## src/rtl/picorv32_pkg.sv

```systemverilog
// Shared types and constants for the picorv32 issue stage and its queues.
package picorv32_pkg;

  localparam int PIPE_LAT   = 2;
  localparam int TAG_W_DFLT = 4;

  typedef struct packed {
    logic [31:0]           instr;
    logic [31:0]           a;
    logic [31:0]           b;
    logic [TAG_W_DFLT-1:0] tag;
  } issue_entry_t;

  typedef struct packed {
    logic [31:0]           result;
    logic [TAG_W_DFLT-1:0] tag;
  } ret_entry_t;

endpackage

```

## src/rtl/picorv32_sync_fifo.sv

```systemverilog
// Synchronous FIFO with occupancy count; callers never push when full or pop when empty.
module picorv32_sync_fifo #(
  parameter int WIDTH = 8,
  parameter int DEPTH = 4,
  localparam int AW   = $clog2(DEPTH)
) (
  input  logic             clk,
  input  logic             rst_n,
  input  logic             push,
  input  logic [WIDTH-1:0] push_data,
  input  logic             pop,
  output logic [WIDTH-1:0] pop_data,
  output logic [AW:0]      count
);

  logic [WIDTH-1:0] mem [DEPTH];
  logic [AW-1:0]    wr_ptr;
  logic [AW-1:0]    rd_ptr;

  always_ff @(posedge clk) begin
    if (!rst_n) begin
      wr_ptr <= '0;
      rd_ptr <= '0;
      count  <= '0;
    end else begin
      if (push) wr_ptr <= wr_ptr + 1'b1;
      if (pop)  rd_ptr <= rd_ptr + 1'b1;
      count <= count + (AW+1)'(push) - (AW+1)'(pop);
    end
  end

  // Storage carries no reset; stale contents are hidden by the pointers.
  always_ff @(posedge clk) begin
    if (push) mem[wr_ptr] <= push_data;
  end

  assign pop_data = mem[rd_ptr];

endmodule

```

## src/rtl/picorv32_issue_stage.sv

```systemverilog
// Credit-based feeder for picorv32_pipeline: queues requests, skews instr/operands, returns tagged results.
// Optional PICORV32_ISSUE_PERF_EN adds perf_issued / perf_stall counters.
module picorv32_issue_stage
  import picorv32_pkg::*;
#(
  parameter int Q_DEPTH   = 4,
  parameter int RET_DEPTH = 4,
  parameter int TAG_W     = TAG_W_DFLT
) (
  input  logic             clk,
  input  logic             rst_n,
  input  logic             in_valid,
  output logic             in_ready,
  input  logic [31:0]      in_instr,
  input  logic [31:0]      in_a,
  input  logic [31:0]      in_b,
  input  logic [TAG_W-1:0] in_tag,
  output logic [31:0]      pipe_instr,
  output logic [31:0]      pipe_a,
  output logic [31:0]      pipe_b,
  input  logic [31:0]      pipe_result,
  output logic             out_valid,
  input  logic             out_ready,
  output logic [31:0]      out_result,
  output logic [TAG_W-1:0] out_tag
`ifdef PICORV32_ISSUE_PERF_EN
  ,
  output logic [31:0]      perf_issued,
  output logic [31:0]      perf_stall
`endif
);

  localparam int QW = $clog2(Q_DEPTH);
  localparam int RW = $clog2(RET_DEPTH);

  issue_entry_t     in_entry;
  issue_entry_t     q_head;
  logic [QW:0]      q_count;
  logic             q_push;
  logic             q_empty;

  ret_entry_t       ret_in;
  ret_entry_t       ret_head;
  logic [RW:0]      ret_count;
  logic             ret_pop;
  logic             ret_full;

  logic             vld_p1;
  logic             vld_p2;
  logic [TAG_W_DFLT-1:0] tag_p1;
  logic [TAG_W_DFLT-1:0] tag_p2;
  logic [31:0]      a_p1;
  logic [31:0]      b_p1;

  logic [RW+1:0]    pending;
  logic             credit_ok;
  logic             issue;

  assign in_ready = (q_count < (QW+1)'(Q_DEPTH));
  assign q_push   = in_valid && in_ready;
  assign q_empty  = (q_count == '0);
  assign in_entry = '{instr: in_instr, a: in_a, b: in_b, tag: TAG_W_DFLT'(in_tag)};

  picorv32_sync_fifo #(
    .WIDTH ($bits(issue_entry_t)),
    .DEPTH (Q_DEPTH)
  ) u_in_q (
    .clk       (clk),
    .rst_n     (rst_n),
    .push      (q_push),
    .push_data (in_entry),
    .pop       (issue),
    .pop_data  (q_head),
    .count     (q_count)
  );

  // Credit counts held results plus both in-flight slots; a same-cycle return pop is ignored.
  assign pending   = (RW+2)'(ret_count) + (RW+2)'(vld_p1) + (RW+2)'(vld_p2);
  assign credit_ok = (pending < (RW+2)'(RET_DEPTH));
  assign issue     = !q_empty && credit_ok;

  // Stage p0: issue cycle, instruction word straight from the queue head.
  assign pipe_instr = issue ? q_head.instr : '0;

  always_ff @(posedge clk) begin
    if (!rst_n) begin
      vld_p1 <= 1'b0;
      vld_p2 <= 1'b0;
    end else begin
      vld_p1 <= issue;
      vld_p2 <= vld_p1;
    end
  end

  always_ff @(posedge clk) begin
    if (issue) begin
      tag_p1 <= q_head.tag;
      a_p1   <= q_head.a;
      b_p1   <= q_head.b;
    end
    tag_p2 <= tag_p1;
  end

  // Stage p1: operand cycle.
  assign pipe_a = vld_p1 ? a_p1 : '0;
  assign pipe_b = vld_p1 ? b_p1 : '0;

  // Stage p2: result capture into the return queue.
  assign ret_in  = '{result: pipe_result, tag: tag_p2};
  assign ret_pop = out_valid && out_ready;

  picorv32_sync_fifo #(
    .WIDTH ($bits(ret_entry_t)),
    .DEPTH (RET_DEPTH)
  ) u_ret_q (
    .clk       (clk),
    .rst_n     (rst_n),
    .push      (vld_p2),
    .push_data (ret_in),
    .pop       (ret_pop),
    .pop_data  (ret_head),
    .count     (ret_count)
  );

  assign ret_full   = (ret_count == (RW+1)'(RET_DEPTH));
  assign out_valid  = (ret_count != '0);
  assign out_result = out_valid ? ret_head.result : '0;
  assign out_tag    = out_valid ? TAG_W'(ret_head.tag) : '0;

  a_no_ret_overflow: assert property (@(posedge clk) disable iff (!rst_n) vld_p2 |-> !ret_full);

`ifdef PICORV32_ISSUE_PERF_EN
  always_ff @(posedge clk) begin
    if (!rst_n) begin
      perf_issued <= '0;
      perf_stall  <= '0;
    end else begin
      if (issue)                 perf_issued <= perf_issued + 32'd1;
      if (!q_empty && !credit_ok) perf_stall <= perf_stall + 32'd1;
    end
  end
`endif

endmodule
```

## config.mk

```make
export PLATFORM = sky130hd
export DESIGN_NAME = picorv32_issue_stage
export DESIGN_NICKNAME = d
export VERILOG_FILES = /design/src/rtl/picorv32_pkg.sv /design/src/rtl/picorv32_sync_fifo.sv /design/src/rtl/picorv32_issue_stage.sv
export SDC_FILE = /design/constraint.sdc
export NUM_CORES = 1
export LEC_CHECK = 0
export CORE_AREA = 2 2 285 287
export DETAILED_ROUTE_END_ITERATION = 12
export DIE_AREA = 0 0 287 289
export DONT_BUFFER_PORTS = 1
export GPL_ROUTABILITY_DRIVEN = 0
export PLACE_DENSITY = 0.48
export SKIP_CTS_REPAIR_TIMING = 1
export SLEW_MARGIN = 0
export SYNTH_ARGS = -nofsm -noshare
export SYNTH_HDL_FRONTEND = slang
export SYNTH_SLANG_ARGS = --single-unit
```

## constraint.sdc

```tcl
create_clock -name clk -period 5.7 [get_ports clk]
set_clock_uncertainty 0.2 [all_clocks]
set_input_delay 1.14 -clock clk [delete_from_list [all_inputs] [get_ports clk]]
set_output_delay 1.14 -clock clk [all_outputs]
set_load 0.02 [all_outputs]
```

## Word level (Yosys, flattened, before mapping)

Memories as Yosys holds them, arrays and structs flattened. A register that Yosys moved wholly into a read port is not among the register bits.
Cells that the tools add are included.

| word-level totals | value |
|---|---|
| bits in registers | 88 |
| memories | 2 |
| word-level logic and storage cells | 45 |
| bits of input ports | 136 |
| memory bits (writable) | 544 |
| output and inout bits | 134 |

Memories:

| name | words | bits a word | rd ports | clocked after Yosys merged registers in | write ports | RTL line | RTL |
|---|---|---|---|---|---|---|---|
| u_in_q.mem | 4 | 100 | 1 | 1 | 1 | picorv32_sync_fifo.sv:16 | `logic [WIDTH-1:0] mem [DEPTH];` |
| u_ret_q.mem | 4 | 36 | 1 | 1 | 1 | picorv32_sync_fifo.sv:16 |  |

| cells by class | value |
|---|---|
| add/sub/neg operators | 10 |
| reductions and logical operators | 6 |
| muxes and demuxes | 13 |
| order comparisons | 2 |

Operators with widths:

| kind | count |
|---|---|
| 2-to-1 mux 32 bit | 4 |
| adder 2 x 1 -> 2 bit (second input constant) | 4 |
| 2-to-1 mux 2 bit | 4 |
| adder 3 x 1 -> 3 bit | 2 |
| subtractor 3 x 1 -> 3 bit | 2 |
| adder 3 x 1 -> 4 bit | 1 |
| adder 4 x 1 -> 4 bit | 1 |
| < comparator 4 x 3 -> 1 bit (second input constant) | 1 |
| 2-to-1 mux 1 bit | 4 |
| 2-to-1 mux 4 bit | 1 |
| logical AND 1 bit | 3 |
| logical NOT 3 bit | 1 |
| < comparator 3 bit (second input constant) | 1 |
| nonzero test 3 bit | 1 |
| logical NOT 1 bit | 1 |

## Logic depth before layout (Yosys ltp)

| depth | value |
|---|---|
| depth in word-level cells | 6 |
| depth in mapped cells | 14 |

## By module

From an unflattened synthesis, not the netlist that was laid out.

| unflattened totals | value |
|---|---|
| cells, all modules | 1,065 |
| area, all modules | 24,242.0 sq um |

By module, submodules not included:

| module | instances | area each (sq um) | sequential area each (sq um) | cells an instance |
|---|---|---|---|---|
| picorv32_sync_fifo at u_in_q | 1 | 14,960.6 | 12,191.7 | 563 |
| picorv32_sync_fifo at u_ret_q | 1 | 5,680.4 | 4,504.3 | 229 |
| picorv32_issue_stage | 1 | 3,601.0 | 2,162.1 | 273 |

## Worst setup path before layout

Ideal clock, no wire load.

| timing | value |
|---|---|
| path kind | input to register |
| from | input in_valid |
| to | memory u_in_q.mem[0][0] (netlist name), enable pin |
| data required time | 5.030 ns |
| slack | 1.192 ns |
| stages | 3 |
| data arrival time | 3.838 ns |
| setup time | 0.470 ns |
| path buffers | 1 |
| path through | nor2b_1 -> clkbuf_1 -> and2_1 |

| between the ends | value |
|---|---|
| cells in the longest elaborated chain, start to end | 3 |

RTL lines:

| what | RTL line | RTL |
|---|---|---|
| from (decl) | picorv32_issue_stage.sv:12 | `input logic in_valid,` |
| logical AND 1 bit | picorv32_issue_stage.sv:60 | `assign q_push = in_valid && in_ready;` |
| named net q_push | picorv32_issue_stage.sv:39 | `logic q_push;` |
| 2-to-1 mux 1 bit | picorv32_sync_fifo.sv:34 | `if (push) mem[wr_ptr] <= push_data;` |
| 2-to-1 mux 1 bit (implied by the code) | picorv32_sync_fifo.sv:34 |  |
| to (decl) | picorv32_sync_fifo.sv:16 |  |

The timed path passes the listed nets, and every way through them passes these cells.

## Final worst setup path

| timing | value |
|---|---|
| from | register vld_p2 |
| to | output pipe_instr[31] |

| between the ends | value |
|---|---|
| cells in the longest elaborated chain, start to end | 4 |

RTL lines:

| what | RTL line | RTL |
|---|---|---|
| from (decl) | picorv32_issue_stage.sv:49 | `logic vld_p2;` |
| from (signal assigned) | picorv32_issue_stage.sv:91 | `vld_p2 <= vld_p1;` |
| adder 4 x 1 -> 4 bit | picorv32_issue_stage.sv:78 | `assign pending = (RW+2)'(ret_count) + (RW+2)'(vld_p1) + (RW+2)'(vld_p2);` |
| < comparator 4 x 3 -> 1 bit | picorv32_issue_stage.sv:79 | `assign credit_ok = (pending < (RW+2)'(RET_DEPTH));` |
| logical AND 1 bit | picorv32_issue_stage.sv:80 | `assign issue = !q_empty && credit_ok;` |
| 2-to-1 mux 32 bit | picorv32_issue_stage.sv:83 | `assign pipe_instr = issue ? q_head.instr : '0;` |
| to (decl) | picorv32_issue_stage.sv:18 | `output logic [31:0] pipe_instr,` |

Every way passes these cells.

==> flow_metrics.env <==
export IMPL_outcome="finished, final reports clean"
export IMPL_sum_of_net_half_perimeters_after_detailed_placement_mm=28.6
export IMPL_finish_instance_area_sq_um=27400
export IMPL_finalPower_mw=14.0
export IMPL_cts_sinks=636
export IMPL_pre_cts_slack_ns=1.96
export IMPL_detail_route_drc_violations=0
export IMPL_gr_usage_all_layers=0.122
export IMPL_synth_sequential_area_ratio=0.796
export IMPL_netlist_instances=1033
export IMPL_hp_class="flip-flop to flip-flop"
export IMPL_nNetsFinal=1232
export IMPL_floorplan_core_area_sq_um=79900
export IMPL_synth_async_reset_ratio=0
export IMPL_total_cts_buffers=73
export IMPL_postRouteWirelength_mm=51.0
export IMPL_leakage_nw=8.56
export IMPL_power_density_cell_area_nw_per_um2=509
export IMPL_power_net_switching_mw=4.06
export IMPL_dominantRegCellSynth="sky130_fd_sc_hd__edfxtp_1"
export IMPL_clock_slew_at_reported_path_ffs_ns=0.06
export IMPL_worst_ep_required_time_ns=4.36
export IMPL_drt_first_pass_iters=4
export IMPL_clock_fmax_mhz=244
export IMPL_final_critical_path_share_of_the_clock_period=0.720
export IMPL_fill_cells=7484
export IMPL_irDropWorstVdd_v=0.000277
export IMPL_clock_tree_root_cell="sky130_fd_sc_hd__clkbuf_16"
export IMPL_timing_final_ws_setup_ns=1.60
export IMPL_first_pass_grt_wire_length_mm=73.7
export IMPL_synth_nets=1185
export IMPL_worstSetupEndpointType="output pin"
export IMPL_number_of_setup_violations_in_the_final_report=0
export IMPL_min_path_cells=0
export IMPL_grt_use_met1=0.143
export IMPL_postRouteAntennaNets=0
export IMPL_die_footprint_sq_um=82900
export IMPL_finalHoldViolCount=0
export IMPL_htree_num_levels=3
export IMPL_grtUsageMet3=0.0629
export IMPL_drive_gt1_frac=0.266
export IMPL_first_iter_violations=575
export IMPL_maxSlewHeadroom=0.357
export IMPL_start_util=0.297
export IMPL_yosysWarnings=0
export IMPL_row_count=104
export IMPL_seq_power_share=0.452
export IMPL_synth_edf_count=612
export IMPL_post_synth_top_count_cell="sky130_fd_sc_hd__edfxtp_1"
export IMPL_area_growth_synth_to_final_pct=15.6
export IMPL_cap_viol_max_count=0
export IMPL_timing_critical_path_arrival_ns=2.76
export IMPL_timing_critical_path_from_type="flip-flop"
export IMPL_grt_overflow_total=0
export IMPL_final_min_clock_period_ns=4.10
export IMPL_antenna_cells=0
export IMPL_switching_power_share_of_the_total=0.291
export IMPL_p_int_mw=9.89
export IMPL_combPwrFrac=0.212
export IMPL_timing_hold_ws_ns=0.139
export IMPL_netlist_top_cells_area="sky130_fd_sc_hd__edfxtp_1, sky130_fd_sc_hd__mux4_2, sky130_fd_sc_hd__and2_1"
export IMPL_tritoncts_clock_tree="built"
export IMPL_post_synthesis_register_bit_count=636
export IMPL_ff2ff_path_depth=12
export IMPL_category_of_the_most_critical_setup_path="flip-flop to output pin"
export IMPL_yosys_top_cells_count="sky130_fd_sc_hd__edfxtp_1, sky130_fd_sc_hd__mux4_2, sky130_fd_sc_hd__and2_1"
export IMPL_yosys_cell_types=28
export IMPL_fin_setup_tns_ns=0
export IMPL_placedInstanceArea_sq_um=25000
export IMPL_post_place_cells=2065
export IMPL_worst_skew_pair_late_latency_ns=0.61
export IMPL_postLayoutCoreUtil=0.343
export IMPL_vias_per_instance=4.47
export IMPL_io_buffer_count=0
export IMPL_die_w_um=287
export IMPL_clock_path_buffers=3
export IMPL_busiest_layer="met2"
export IMPL_synth_top_area_frac=0.775
export IMPL_grt_pass1_vias=10889
export IMPL_worst_slew_pin_tran_ns=0.964
export IMPL_wire_per_inst_um=23.2
export IMPL_power_clock_fraction=0.336
export IMPL_routed_via_count=9836
export IMPL_design_portCount=270
export IMPL_grt_max_degree=62
export IMPL_synth_cell_area_sq_um=23700
export IMPL_dieHeight_um=289
export IMPL_grt_antenna_before_repair=0
export IMPL_grt_setup_unrepaired="false"
export IMPL_slew_violations=0
export IMPL_final_instance_count_excl_fill=2199
export IMPL_postSynthAreaPerCell_sq_um=22.9
export IMPL_critical_path_peak_fanout=42
export IMPL_grt_met2_usage=0.196
export IMPL_synth_top_cell_by_area="sky130_fd_sc_hd__edfxtp_1"
final cells by class:
type / count / area, sq um / area share
clock inverter: 49 / 562 / 0.0205
tap: 1060 / 1330 / 0.0484
inverter: 13 / 48.8 / 0.00178
multi-input combinational: 337 / 4520 / 0.165
clock buffer: 85 / 1870 / 0.0683
sequential: 636 / 18900 / 0.689
timing repair buffer: 19 / 193 / 0.00703
worst paths after layout:
check | start | end | slack [ns]
worst max-delay path | vld_p2 | pipe_instr[31] | 1.60
worst max register to register | vld_p2 | u_in_q.count[2] | 2.24
worst min-delay path | tag_p1[0] | tag_p2[0] | 0.14
worst min register to register | tag_p1[0] | tag_p2[0] | 0.14
power groups by stage:
stage	Clock, mW	Sequential [mW]	Combinational (mW)
6_report	4.69	6.30	2.96
5_1_grt	5.04	6.39	3.23
4_1_cts	4.87	6.33	3.10
3_5_place_dp	0	6.42	3.09
3_3_place_gp	0	6.41	3.09
2_1_floorplan	0	6.21	2.50
state kept, by name, indices dropped and copies added (netlist names), named ones only:
name            count
a_p1               32
tag_p2              4
vld_p2              1
u_ret_q.wr_ptr      2
vld_p1              1
u_in_q.mem        400
u_ret_q.count       3
tag_p1              4
u_ret_q.mem       144
b_p1               32
u_ret_q.rd_ptr      2
u_in_q.count        3
u_in_q.rd_ptr       2
u_in_q.wr_ptr       2
critical path, stage by stage, from the launching register on:
cell	delay, ns
sky130_fd_sc_hd__dfxtp_1	0.48
sky130_fd_sc_hd__ha_1	0.31
sky130_fd_sc_hd__a21o_1	0.19
sky130_fd_sc_hd__a32oi_1	0.19
sky130_fd_sc_hd__and3_4	0.64
sky130_fd_sc_hd__and2_1	0.34
cells in the final DEF (no fill, tap or decap), drive strengths merged, types with 11 or more instances in the layout:
master and instances:
clkbuf 85, mux4 136, inv 16, dfxtp 24, clkinv 33, edfxtp 612
buf 19, and2 146, ha 14, nor2 11
logic make-up after synthesis:
kind of cell / count (synthesis) / synth area share
buffers and inverters: 60 / 0.0144
flip-flops: 636 / 0.796
AND/OR/NAND/NOR: 171 / 0.0465
AO/OA/AOI/OAI: 3 / 0.000897
adder cells (fa/ha/maj): 16 / 0.00908
XOR/XNOR: 7 / 0.00259
multiplexers: 140 / 0.131
metal layers:
| layer | part of all wire | wire length, um | vias up |
|---|---|---|---|
| li1 | - | - | 4270 |
| met1 | 0.40 | 20200 | 5198 |
| met2 | 0.47 | 24200 | 292 |
| met3 | 0.11 | 5630 | 76 |
| met4 | 0.019 | 993 | 0 |
| met5 | 0 | 0 | - |
Note: power is estimated with default switching activity, not from simulation.
==> RTL change, RTL diff (config.mk and constraints unchanged) <==
`RET_DEPTH`: 4 -> 8.
--- a/src/rtl/picorv32_issue_stage.sv
+++ b/src/rtl/picorv32_issue_stage.sv
@@ -4,7 +4,7 @@
   import picorv32_pkg::*;
 #(
   parameter int Q_DEPTH   = 4,
-  parameter int RET_DEPTH = 4,
+  parameter int RET_DEPTH = 8,
   parameter int TAG_W     = TAG_W_DFLT
 ) (
   input  logic             clk,
Behaviour: no difference found for any inputs over 4 cycles, from zero or initial values and one cycle with rst_n low; that may be too few to reach the edited logic, so the function may still have changed.
==> RTL change against the unedited design <==
  * Final cell count grew 13%
  * Power is 20% higher
  * Sequential cell count up 148
  * Sequential share of layout area up 0.061 points
  * Critical path depth rose by 1
  * Design area is 23% higher
  * Wire length up 21%
  * Largest cell class unchanged
  * Area after synthesis up 25%
  * Sequential power up 22%
  * Synthesized cell count grew 25%
  * Worst setup slack worse by 0.24 ns
  * Worst hold slack improved by 0.0030 ns
==> RTL change: results (changes against the unedited design) <==
{
  "vias": {"value": 12300, "change": "+26%"},
  "avgRoutedWirePerCell": {"value": 24.9, "unit": "µm", "change": "+7.6%"},
  "run_status": {"value": "complete, no violations"},
  "synth.yosys.seq_area_share": {"value": 78.7, "unit": "%", "change": "-0.83 points"},
  "post_synthesis_average_cell_area": {"value": 22.9, "unit": "µm²", "change": "-0.10%"},
  "timing.slew.headroom": {"value": 33.8, "unit": "%", "change": "-1.8 points"},
  "synth.distinct_cells": {"value": 32, "change": "+14%"},
  "post-dp-hpwl": {"value": 34400, "unit": "µm", "change": "+20%"},
  "route.detailed.vias_per_inst": {"value": 4.98, "change": "+11%"},
  "placedCellCount": {"value": 2318, "change": "+12%"},
  "critPathMaxFanout": {"value": 23, "change": "-45%"},
  "fraction_of_synthesized_cell_area_in_xor_and_xnor_cells": {"value": 0.237, "unit": "%", "change": "-0.022 points"},
  "number_of_synthesized_flops_with_an_enable_pin": {"value": 756, "change": "+24%"},
  "layout.filler_cells": {"value": 6910, "change": "-7.7%"},
  "cts.sink_count": {"value": 784, "change": "+23%"},
  "largest_net_degree_at_the_start_of_global_routing": {"value": 95, "change": "+53%"},
  "synth.area.mux_share": {"value": 15.3, "unit": "%", "change": "+2.2 points"},
  "synth_fp_nets": {"value": 1443, "change": "+22%"},
  "worst_hold_slack": {"value": 0.142, "unit": "ns", "change": "+0.00298 ns"},
  "rrSetupSlack": {"value": 2.03, "unit": "ns", "change": "-0.21 ns"},
  "vias_in_the_first_global_route": {"value": 13500, "change": "+24%"},
  "synthAdderAreaFrac": {"value": 0.813, "unit": "%", "change": "-0.095 points"},
  "first_pass_grt_wire_length": {"value": 90900, "unit": "µm", "change": "+23%"},
  "numCtsBuffers": {"value": 88, "change": "+21%"},
  "largestRegisters": {"value": "u_in_q.mem x400, u_ret_q.mem x288"},
  "worst_skew_pair.late_latency": {"value": 0.64, "unit": "ns", "change": "+0.03 ns"},
  "synth-compound-area-share": {"value": 0.203, "unit": "%", "change": "+0.11 points"},
  "global_route.usage.total": {"value": 15.0, "unit": "%", "change": "+2.8 points"}
}
## RTL change: cell count changes in the layout (fill, tap and decap cells not counted), sizes merged, moves of 11 or more
cell    change
clkinv     +11
mux2i      +37
nor2       +46
edfxtp    +144
mux4       +36
clkbuf     +24
and2       -40
## RTL change: worst max-delay path: stages, from the launching register on
cell	delay, ns
sky130_fd_sc_hd__dfxtp_1	0.45
sky130_fd_sc_hd__ha_1	0.29
sky130_fd_sc_hd__a211oi_1	0.23
sky130_fd_sc_hd__a31oi_1	0.12
sky130_fd_sc_hd__a21boi_4	0.65
sky130_fd_sc_hd__buf_4	0.34
sky130_fd_sc_hd__and2_1	0.29
## RTL change: logic make-up (layout without fill, tap and decap cells)
group	after synthesis	after routing
flops	784	784
compound gates	9	9
buf+inv	74	206
mux	213	213
xor+xnor	8	8
simple gates	183	183
fa+ha+maj	18	18
## RTL change: routing by layer
metal,track usage (%),up-vias,part of all wire [%]
met5,0,-,0
met4,4.34,0,1.9
met3,6.79,84,10
li1,-,5428,-
met1,17.2,6530,38
met2,25.4,306,50
## RTL change: worst max path at each step
stage | startpoint | end | slack (ns)
detailed placement | vld_p2 | pipe_instr[12] | 1.91
global placement | vld_p2 | u_in_q.count[2] | 1.99
floorplan | in_valid | u_in_q.mem[0][0] | 1.19
CTS | vld_p2 | pipe_instr[12] | 1.23
global route | vld_p2 | pipe_instr[12] | 1.05
finish | vld_p2 | pipe_instr[12] | 1.36
## RTL change: final cells by class
type / count / share of cell area (%)
Inverter: 15 / 0.167
Timing Repair Buffer: 28 / 0.808
Tap cell: 1060 / 3.93
Sequential cell: 784 / 68.9
Multi-Input combinational cell: 431 / 17.6
Clock inverter: 54 / 1.59
Clock buffer: 109 / 7.00
## RTL change: metrics by stage
step / setup WS, ns / utilization (%) / instance area [µm²]
final: 1.36 / 42.3 / 33800
after detailed placement: 1.91 / 38.6 / 30900
after floorplan: 1.19 / - / 29500
after global placement: 1.99 / 38.6 / 30900
after global routing: 1.05 / 42.3 / 33800
after CTS: 1.23 / 42.3 / 33800
## RTL change: power by group
part / switching (µW) / total, µW / internal (µW)
combinational: 2150 / 3460 / 1310
sequential: 449 / 7680 / 7230
clock: 2260 / 5540 / 3280
